`config.mk`:
```
export PLATFORM = sky130hd
export DESIGN_NAME = handshake_sync_tx
export DESIGN_NICKNAME = d
export VERILOG_FILES = /design/src/rtl/handshake_sync_pkg.sv /design/src/rtl/bit_sync.sv /design/src/rtl/handshake_sync_tx.sv
export SDC_FILE = /design/constraint.sdc
export NUM_CORES = 1
export LEC_CHECK = 0
export BUFFER_PORTS_ARGS = -buffer_cell sky130_fd_sc_hd__buf_2
export CAP_MARGIN = 5
export CORE_AREA = 2 2 39 41
export DETAILED_ROUTE_END_ITERATION = 8
export DIE_AREA = 0 0 41 43
export GPL_ROUTABILITY_DRIVEN = 1
export HOLD_SLACK_MARGIN = 0.03
export SLEW_MARGIN = 20
export SYNTH_ARGS = -nofsm -noshare
export SYNTH_HDL_FRONTEND = slang
export SYNTH_SLANG_ARGS = --single-unit
```
`constraint.sdc`:
```
create_clock -name sclk -period 1.45 [get_ports sclk]
set_input_delay 0.29 -clock sclk [delete_from_list [all_inputs] [get_ports sclk]]
set_output_delay 0.29 -clock sclk [all_outputs]
set_load 0.01 [all_outputs]
```
`src/rtl/handshake_sync_pkg.sv`:
```
`default_nettype none
// ============================================================================
// Module   : handshake_sync_pkg
// Brief    : Shared FSM state type and default sizing for handshake_sync_tx.
// Revision : 1.0
// ============================================================================
package handshake_sync_pkg;

  typedef enum logic [0:0] {
    IDLE = 1'b0,
    WAIT = 1'b1
  } state_t;

  localparam int c_DEF_N   = 1;
  localparam int c_DEF_D   = 2;
  localparam int c_DEF_TMO = 1024;

endpackage
`default_nettype wire

```
`src/rtl/bit_sync.sv`:
```
`default_nettype none
// ============================================================================
// Module   : bit_sync
// Brief    : D-stage single-bit synchronizer, async active-high reset to 0.
// Revision : 1.0
// ============================================================================
module bit_sync
  import handshake_sync_pkg::c_DEF_D;
#(
  parameter int D = c_DEF_D
) (
  input  logic clk,
  input  logic rst,
  input  logic d,
  output logic q
);

  logic [D-1:0] r_stage;

  always_ff @(posedge clk or posedge rst) begin
    if (rst) begin
      r_stage <= '0;
    end else begin
      r_stage <= {r_stage[D-2:0], d};
    end
  end

  assign q = r_stage[D-1];

endmodule
`default_nettype wire

```
`src/rtl/handshake_sync_tx.sv`:
```
`default_nettype none
// ============================================================================
// Module   : handshake_sync_tx
// Brief    : Toggle-handshake transmitter from the sclk domain to a slow sink.
//            Optional ack timeout flag: define HANDSHAKE_SYNC_TX_TIMEOUT_EN.
// Revision : 1.0
// ============================================================================
module handshake_sync_tx
  import handshake_sync_pkg::*;
#(
  parameter int N   = c_DEF_N,
  parameter int D   = c_DEF_D,
  parameter int TMO = c_DEF_TMO
) (
  input  logic         sclk,
  input  logic         srst,
  input  logic         s_valid,
  output logic         s_ready,
  input  logic [N-1:0] s_data,
  output logic         xreq,
  output logic [N-1:0] xdat,
  input  logic         xack
`ifdef HANDSHAKE_SYNC_TX_TIMEOUT_EN
  ,
  output logic         s_timeout
`endif
);

  state_t       r_state;
  state_t       w_state_nxt;
  logic         w_ack_s;
  logic         r_ack_q;
  logic         w_accept;
  logic         r_xreq;
  logic [N-1:0] r_xdat;

  bit_sync #(
    .D (D)
  ) u_ack_sync (
    .clk (sclk),
    .rst (srst),
    .d   (xack),
    .q   (w_ack_s)
  );

  // Extra compare register: completion lands D+1 edges after xack is first sampled.
  always_ff @(posedge sclk or posedge srst) begin
    if (srst) begin
      r_ack_q <= 1'b0;
    end else begin
      r_ack_q <= w_ack_s;
    end
  end

  always_ff @(posedge sclk or posedge srst) begin
    if (srst) begin
      r_state <= IDLE;
    end else begin
      r_state <= w_state_nxt;
    end
  end

  always_comb begin
    w_state_nxt = r_state;
    w_accept    = 1'b0;
    case (r_state)
      IDLE: begin
        if (s_valid && s_ready) begin
          w_accept    = 1'b1;
          w_state_nxt = WAIT;
        end
      end
      WAIT: begin
        if (r_ack_q == r_xreq) begin
          w_state_nxt = IDLE;
        end
      end
      default: w_state_nxt = IDLE;
    endcase
  end

  always_ff @(posedge sclk or posedge srst) begin
    if (srst) begin
      r_xreq <= 1'b0;
      r_xdat <= '0;
    end else if (w_accept) begin
      r_xreq <= ~r_xreq;
      r_xdat <= s_data;
    end
  end

  assign s_ready = (r_state == IDLE) && !srst;
  assign xreq    = r_xreq;
  assign xdat    = r_xdat;

`ifdef HANDSHAKE_SYNC_TX_TIMEOUT_EN
  localparam int c_CW = $clog2(TMO + 1);

  logic [c_CW-1:0] r_cnt;
  logic            r_timeout;

  // The FSM keeps waiting after a timeout; the flag only reports it.
  always_ff @(posedge sclk or posedge srst) begin
    if (srst) begin
      r_cnt     <= '0;
      r_timeout <= 1'b0;
    end else if (w_accept) begin
      r_cnt <= '0;
    end else if ((r_state == WAIT) && (r_cnt != c_CW'(TMO))) begin
      r_cnt <= r_cnt + 1'b1;
      if (r_cnt == c_CW'(TMO - 1)) begin
        r_timeout <= 1'b1;
      end
    end
  end

  assign s_timeout = r_timeout;
`else
  logic w_unused_tmo;
  assign w_unused_tmo = (TMO > 0);
`endif

endmodule
`default_nettype wire

```
==> results of run 1 <==
==> where the power goes <==
group          internal (mW)  switching, mW  leakage [nW]
clock                 0.0931         0.0521        0.0138
combinational         0.0610         0.0560        0.0655
sequential             0.212         0.0321        0.0710
total                  0.366          0.140         0.150
==> area by class of cell <==
class / instances / area, sq um / area share [%]
tap: 16 / 20.0 / 6.81
clock buffer: 3 / 22.5 / 7.66
sequential: 6 / 150 / 51.1
inverter: 1 / 3.75 / 1.28
timing repair buffer: 8 / 45.0 / 15.3
multi-input combinational: 6 / 52.6 / 17.9
==> repair_timing <==
item / 4_1_cts / 5_1_grt
endpoints found under the hold margin: 6 / 0
hold buffers: 1 / 0
resized for setup: 0 / 0
==> final timing paths <==
path,from,cells after the start,end
worst max-delay path,r_state$_DFF_PP0_,2,xdat$_DFFE_PP0P_
worst min-delay path,xack,1,u_ack_sync.r_stage[0]$_DFF_PP0_
worst max register to register,r_state$_DFF_PP0_,2,xdat$_DFFE_PP0P_
worst min register to register,u_ack_sync.r_stage[1]$_DFF_PP0_,0,r_ack_q$_DFF_PP0_
max in group asynchronous,srst,3,xreq$_DFFE_PP0P_
min in group asynchronous,srst,3,r_ack_q$_DFF_PP0_
==> layer usage <==
layer	up-vias	track usage, %
met5	-	0
met4	0	2.00
li1	66	-
met2	8	5.00
met1	52	3.63
met3	0	4.71
==> through the flow <==
stage | area, sq um | setup WS [ns]
after floorplan | 206 | 0.356
after global placement | 262 | 0.301
after detailed placement | 262 | 0.287
after CTS | 294 | 0.261
after global routing | 294 | 0.229
final | 294 | 0.275
==> flip-flops by register name, summed over array words and instances, names as in the netlist <==
signal and count:
u_ack_sync.r_stage 2, r_ack_q 1, r_state 1, xdat 1, xreq 1
==> logic make-up after synthesis <==
group                     count (synthesis)  share of synthesized area (%)
muxes                                     1                           5.45
AOI/OAI and AO/OA                         1                           3.64
and+or+nand+nor                           2                           7.88
xor gates and xnor gates                  2                           8.49
buffers and inverters                     1                           1.82
DFF                                       6                           72.7
==> layout by cell type, fill, tap and decap left out <==
cell type and instances:
dlygate4sd3_1 1, mux2_1 1, xor2_1 2, inv_1 1, buf_2 7, a21o_1 1, nor2_1 1, dfrtp_1 6
nor3b_2 1, clkbuf_4 3
==> critical path, stage by stage (launching register included) <==
cell and delay (ns):
dfrtp_1 0.40, nor3b_2 0.31, mux2_1 0.35
==> results.md, run 1 <==
- The buffer levels on the longest clock path is 2.
- The die area is 0.00176 sq mm.
- Dividing the synthesized area by the synthesized cell count gives 15.9 sq um.
- In the detailed route, the total length drawn on met3 is 39 um.
- The number of nets in the final layout is 31.
- After clock tree synthesis, the setup repair step added 0 buffers.
- The slack of the worst reg-to-reg path is 0.27 ns.
- Using the TritonRoute via totals, the vias-per-cell ratio works out to 3.15.
- The arrival time at the worst endpoint is 1.29 ns.
- Based on the critical path, the design can be clocked at up to 0.851 GHz.
- The number of setup violations in the final report is 0.
- In the routed design, unresolved DRC markers number 0.
- Buffers inserted during clock tree synthesis total 3.
- Setup repair after global routing left no endpoint under its margin.
- In this run the top signal layer used is met3.
- The number of max-slew violations in the final report is 0.
- For the final database, setup skew stands at 0.000482 ns.
- 8 I/O pins were placed.
- Yosys attributes the largest share of cell area to dfrtp_1 (73%), xor2_1 (8.5%), nor3b_2 (6.1%).
- The max-capacitance violation count is 0.
- The synthesized design contains 0 enable-type register cells.
- The total power draw is 0.506 mW.
- Final hold analysis gives a worst-case slack of 0.158 ns.
- The number of fillers in the final layout is 153.
- The worst setup path is captured at a flip-flop.
- The leakage power total is 0.150 nW.
- Synthesis produced a netlist with a net count of 18.
- The floorplan has 14 rows.
- For the worst-skew pair, the clock arrives at the later sink with an insertion delay of 0.24 ns.
- The via count of the first global-routing pass is 119.
- Of the available clock period, the critical path in the final layout requires 81.1%.
- The main flop type after synthesis is dfrtp_1.
- The minimum clock period is 1.18 ns.
- The overflow left after global routing is 0.
- The detailed router placed 126 vias in this run.
- Of the cells placed in the final design, the portion with a size suffix greater than 1 is 45.8%.
- Sequential elements use 72.7% of the synthesized area.
- The total length of routed met2 wires is 130 um.
- Summing every instance area after synthesis gives 206 sq um.
- The die width is 41 um.
- The detail route stage leaves a number of antenna-violating nets equal to 0.
- STA puts the critical path data required time at 1.56 ns.
- The area of the placeable core is 0.00138 sq mm.
- The antenna diode instance count is 0.
- Among all cell types in the netlist, the one instantiated most often is dfrtp_1.
- The number of antenna violations at the first check in global routing is 0.
- The post-route met1 wirelength is 135 um.
- For this configuration, the core starts out at a cell density of 14.9%.
- Synthesis inferred 6 register bits.
- The first TritonRoute pass finished after 2 iterations.
- The cell taking the most area after synthesis is dfrtp_1.
- Synthesis handed over a netlist of 13 instances.
- The overall track demand over capacity in global routing is 3.95%.
- The class of the tightest hold or removal check is in2reg.
- The worst-case IR drop observed on VDD is 0.396 mV.
- In this run the number of H-tree levels came out at 1.
- The routability-driven placement congestion ratio is 0.521.
- Summed over all failing endpoints, the final setup total negative slack is 0 ns.
- The clock tree from TritonCTS is done.
- The die outline height is 43 um.
- The power density over the cells is 1720 mW/mm^2.
- Wires add up to 305 um.
- Once layout is complete, the utilization of the core stands at 21.2%.
- The post-route non-filler standard cell count is 40.
- The iteration-0 DRC count of the detailed router is 1.
- The number of clock sinks seen by CTS is 6.
- The count of buffers inserted at the top-level ports is 7.
- The hold violation count in the final report is 0.
- Including well taps, the total number of placed cells is 36.
- The slew of the pin with the lowest slew margin is 0.281 ns.
- The category of the critical setup timing path is reg2reg.
- For this run, asynchronously set or reset flops after synthesis account for 100%.
- The flow ran to the end, and the final reports show no timing, DRC or antenna violations.
- The root buffer selected by CTS is clkbuf_4.
- In the synthesized netlist, the cells that appear most often are dfrtp_1 (6), xor2_1 (2).
- In this run the worst path has a maximum fanout of 3.
- The worst setup path is launched from a flip-flop.
- The worst relative slew slack is 81.2%.
- The count of unique library cells instantiated by Yosys is 7.
- Compared with the post-synthesis result, the final layout area differs by 42.4%.
- The average wire per cell in the routed design is 7.63 um.
- The first global-routing pass estimated 414 um of wire.
- The register clock-pin slew on the reported worst setup and hold paths is 0.04 ns.
- For this run, the number of Yosys warnings is 0.
- The top cell type's share of synthesized area is 72.7%.
- Entering global routing, the biggest net connects 7 pins.
Power figures use the tool's default switching activity.
==> inputs of run 2 (changes only) <==
clock period = 1.2 ns   (was 1.45 ns; I/O delays follow)
==> results.md, run 2 (synthesis results as in run 1) <==
- In this run, the number of DRC markers left after iteration 0 of detailed routing was 1.
- The number of flip-flops in the largest register is 2.
- The fraction of layout instances using a drive strength above 1 is 48.0%.
- Counting instances, the worst hold path has a depth of 1.
- The overflow left after global routing is 0.
- The number of setup violations in the final report is 0.
- The footprint of the flip-flops and latches is 150 sq um.
- The die area is 0.00176 sq mm.
- The via count of the first global-routing pass is 135.
- The count of buffers inserted at the top-level ports is 7.
- The total placed instance area is 269 sq um.
- Of the available clock period, the critical path in the final layout requires 91.8%.
- Between clock sinks in the finished design, the worst skew comes to 0.00184 ns.
- The minimum clock period is 1.10 ns.
- For this design the ratio of total power to cell area is 2040 mW/mm^2.
- Relative to the synthesized area, the layout overhead comes to 46.1%.
- Dividing the detail-routed via count by the number of cells gives 3.44.
- The die outline height is 43 um.
- The first global-routing pass estimated 483 um of wire.
- The number of antenna diodes in the final layout is 0.
- The number of rows in the core area is 14.
- The number of max-slew violations in the final report was 0.
- The critical path is of the reg2out type.
- Across the VDD grid, the largest voltage drop is 0.822 mV.
- The post-detailed-route count of antenna-violating nets is 0.
- The hold violation count in the final report is 0.
- The number of H-tree branching levels is 1.
- The number of setup buffers added after CTS is 0.
- The layout has 151 filler cells.
- In this run the count of I/O pins placed on the die edge is 8.
- Measured on the finished design, the core utilization comes to 21.8%.
- The number of clock sinks seen by CTS is 6.
- The total negative slack is 0 ns.
- The library cell used most frequently in the layout, excluding fill and tap cells, is buf_2.
- The overall routed net length is 316 um.
- Clock-pin slew was measured on the worst setup and hold paths at 0.04 ns.
- The arrival time at the worst endpoint is 0.86 ns.
- The max-capacitance violation count is 0.
- The top fanout value on the critical path is 3.
- The worst relative slew slack is 84.9%.
- The average wire per cell in the routed design is 7.71 um.
- The slew of the pin with the lowest slew margin is 0.227 ns.
- At the end of the flow, the number of nets in the layout was 32.
- Leaving out fill and tap cells, the most frequent cells in the layout are buf_2 (7), dfrtp_1 (6), clkbuf_4 (3).
- Setup repair after global routing left no endpoint under its margin.
- The clock reaches the later pin of the worst-skew pair after 0.24 ns.
- The final cell area excluding filler cells is 302 sq um.
- The data required time of the worst path is 0.96 ns.
- The flow ran to the end, and the final reports show no timing, DRC or antenna violations.
- The die is 41 um wide.
- The register containing the most flip-flops in the final layout is u_ack_sync.r_stage.
- The number of antenna violations at the first check in global routing came to 0.
- In the global route stage, overall resource usage came out at 4.86%.
- The startpoint type of the worst setup path is a flip-flop.
- The class of the tightest hold or removal check is in2reg.
- Before antenna repair, the detailed router went through 2 iterations.
- The total power draw is 0.616 mW.
- The DRC violation count after routing is 0.
- For the worst flop-to-flop path, the logic depth is 2.
- The maximum number of pins on one net before global-route repair is 7.
- The clock tree from TritonCTS is done.
- The initial utilization of the core area, before any placement, comes to 14.9%.
- The buffer levels on the longest clock path is 2.
- Clock tree synthesis inserted a total of 3 buffers.
- For this design the static power due to leakage is 0.156 nW.
- Once the clock tree was built, the resizer swapped 0 gates to a different size.
- The root buffer selected by CTS is clkbuf_4.
- The maximum clock frequency is 0.907 GHz.
- The routability-driven placement congestion ratio is 0.526.
- The total via count after detailed routing is 141.
- The capturing element type of the critical path is a primary output.
- The total area inside the core boundary comes to 0.00138 sq mm.
- The multi-input combinational cells in the finished layout cover a total of 52.6 sq um.
[run 2: cell count changes in the layout (fill, tap and decap cells not counted)]
cell,delta
buf_4,+1
[run 2: report_power, final]
group | internal, mW | total [mW] | switching [mW]
registers | 0.256 | 0.297 | 0.0408
clock network | 0.113 | 0.176 | 0.0639
logic | 0.0794 | 0.143 | 0.0640
total | 0.448 | 0.616 | 0.169
[run 2: per-stage QoR]
step                setup WS, ns  hold slack [ns]  cells
finish                    0.0980            0.111     41
global placement           0.122            0.185     37
CTS                       0.0856            0.100     41
floorplan                  0.106           0.0310     13
detailed placement         0.104            0.191     37
global route              0.0441           0.0858     41
[run 2: layout make-up]
cell class / count / share of cell area [%]
Clock buffer: 3 / 7.47
Inverter: 1 / 1.24
Multi-Input combinational cell: 6 / 17.4
Sequential cell: 6 / 49.8
Tap cell: 16 / 6.64
Timing Repair Buffer: 9 / 17.4
[run 2: repair_timing]
item,in CTS,in global routing
hold buffers,1,0
hold endpoints to repair,6,0
endpoints found under the setup margin,0,0
[run 2: worst max-delay path, cell delays in order, from the launching register on]
cell	delay (ns)
dfrtp_1	0.40
nor2_1	0.10
buf_2	0.13
[run 2: final timing paths]
check,startpoint,endpoint,slack [ns]
max,r_state$_DFF_PP0_,s_ready,0.1
min,xack,u_ack_sync.r_stage[0]$_DFF_PP0_,0.11
max reg2reg,r_state$_DFF_PP0_,xdat$_DFFE_PP0P_,0.1
min reg2reg,u_ack_sync.r_stage[0]$_DFF_PP0_,u_ack_sync.r_stage[1]$_DFF_PP0_,0.35
max in group asynchronous,srst,u_ack_sync.r_stage[0]$_DFF_PP0_,0.51
min in group asynchronous,srst,r_state$_DFF_PP0_,0.50
[run 2: routing by layer]
metal	up-vias	share of wire (%)	global-route usage, %
li1	66	-	-
met1	67	47	3.96
met2	8	41	5.63
met3	0	11	6.28
met4	0	0	4.00
met5	-	0	0
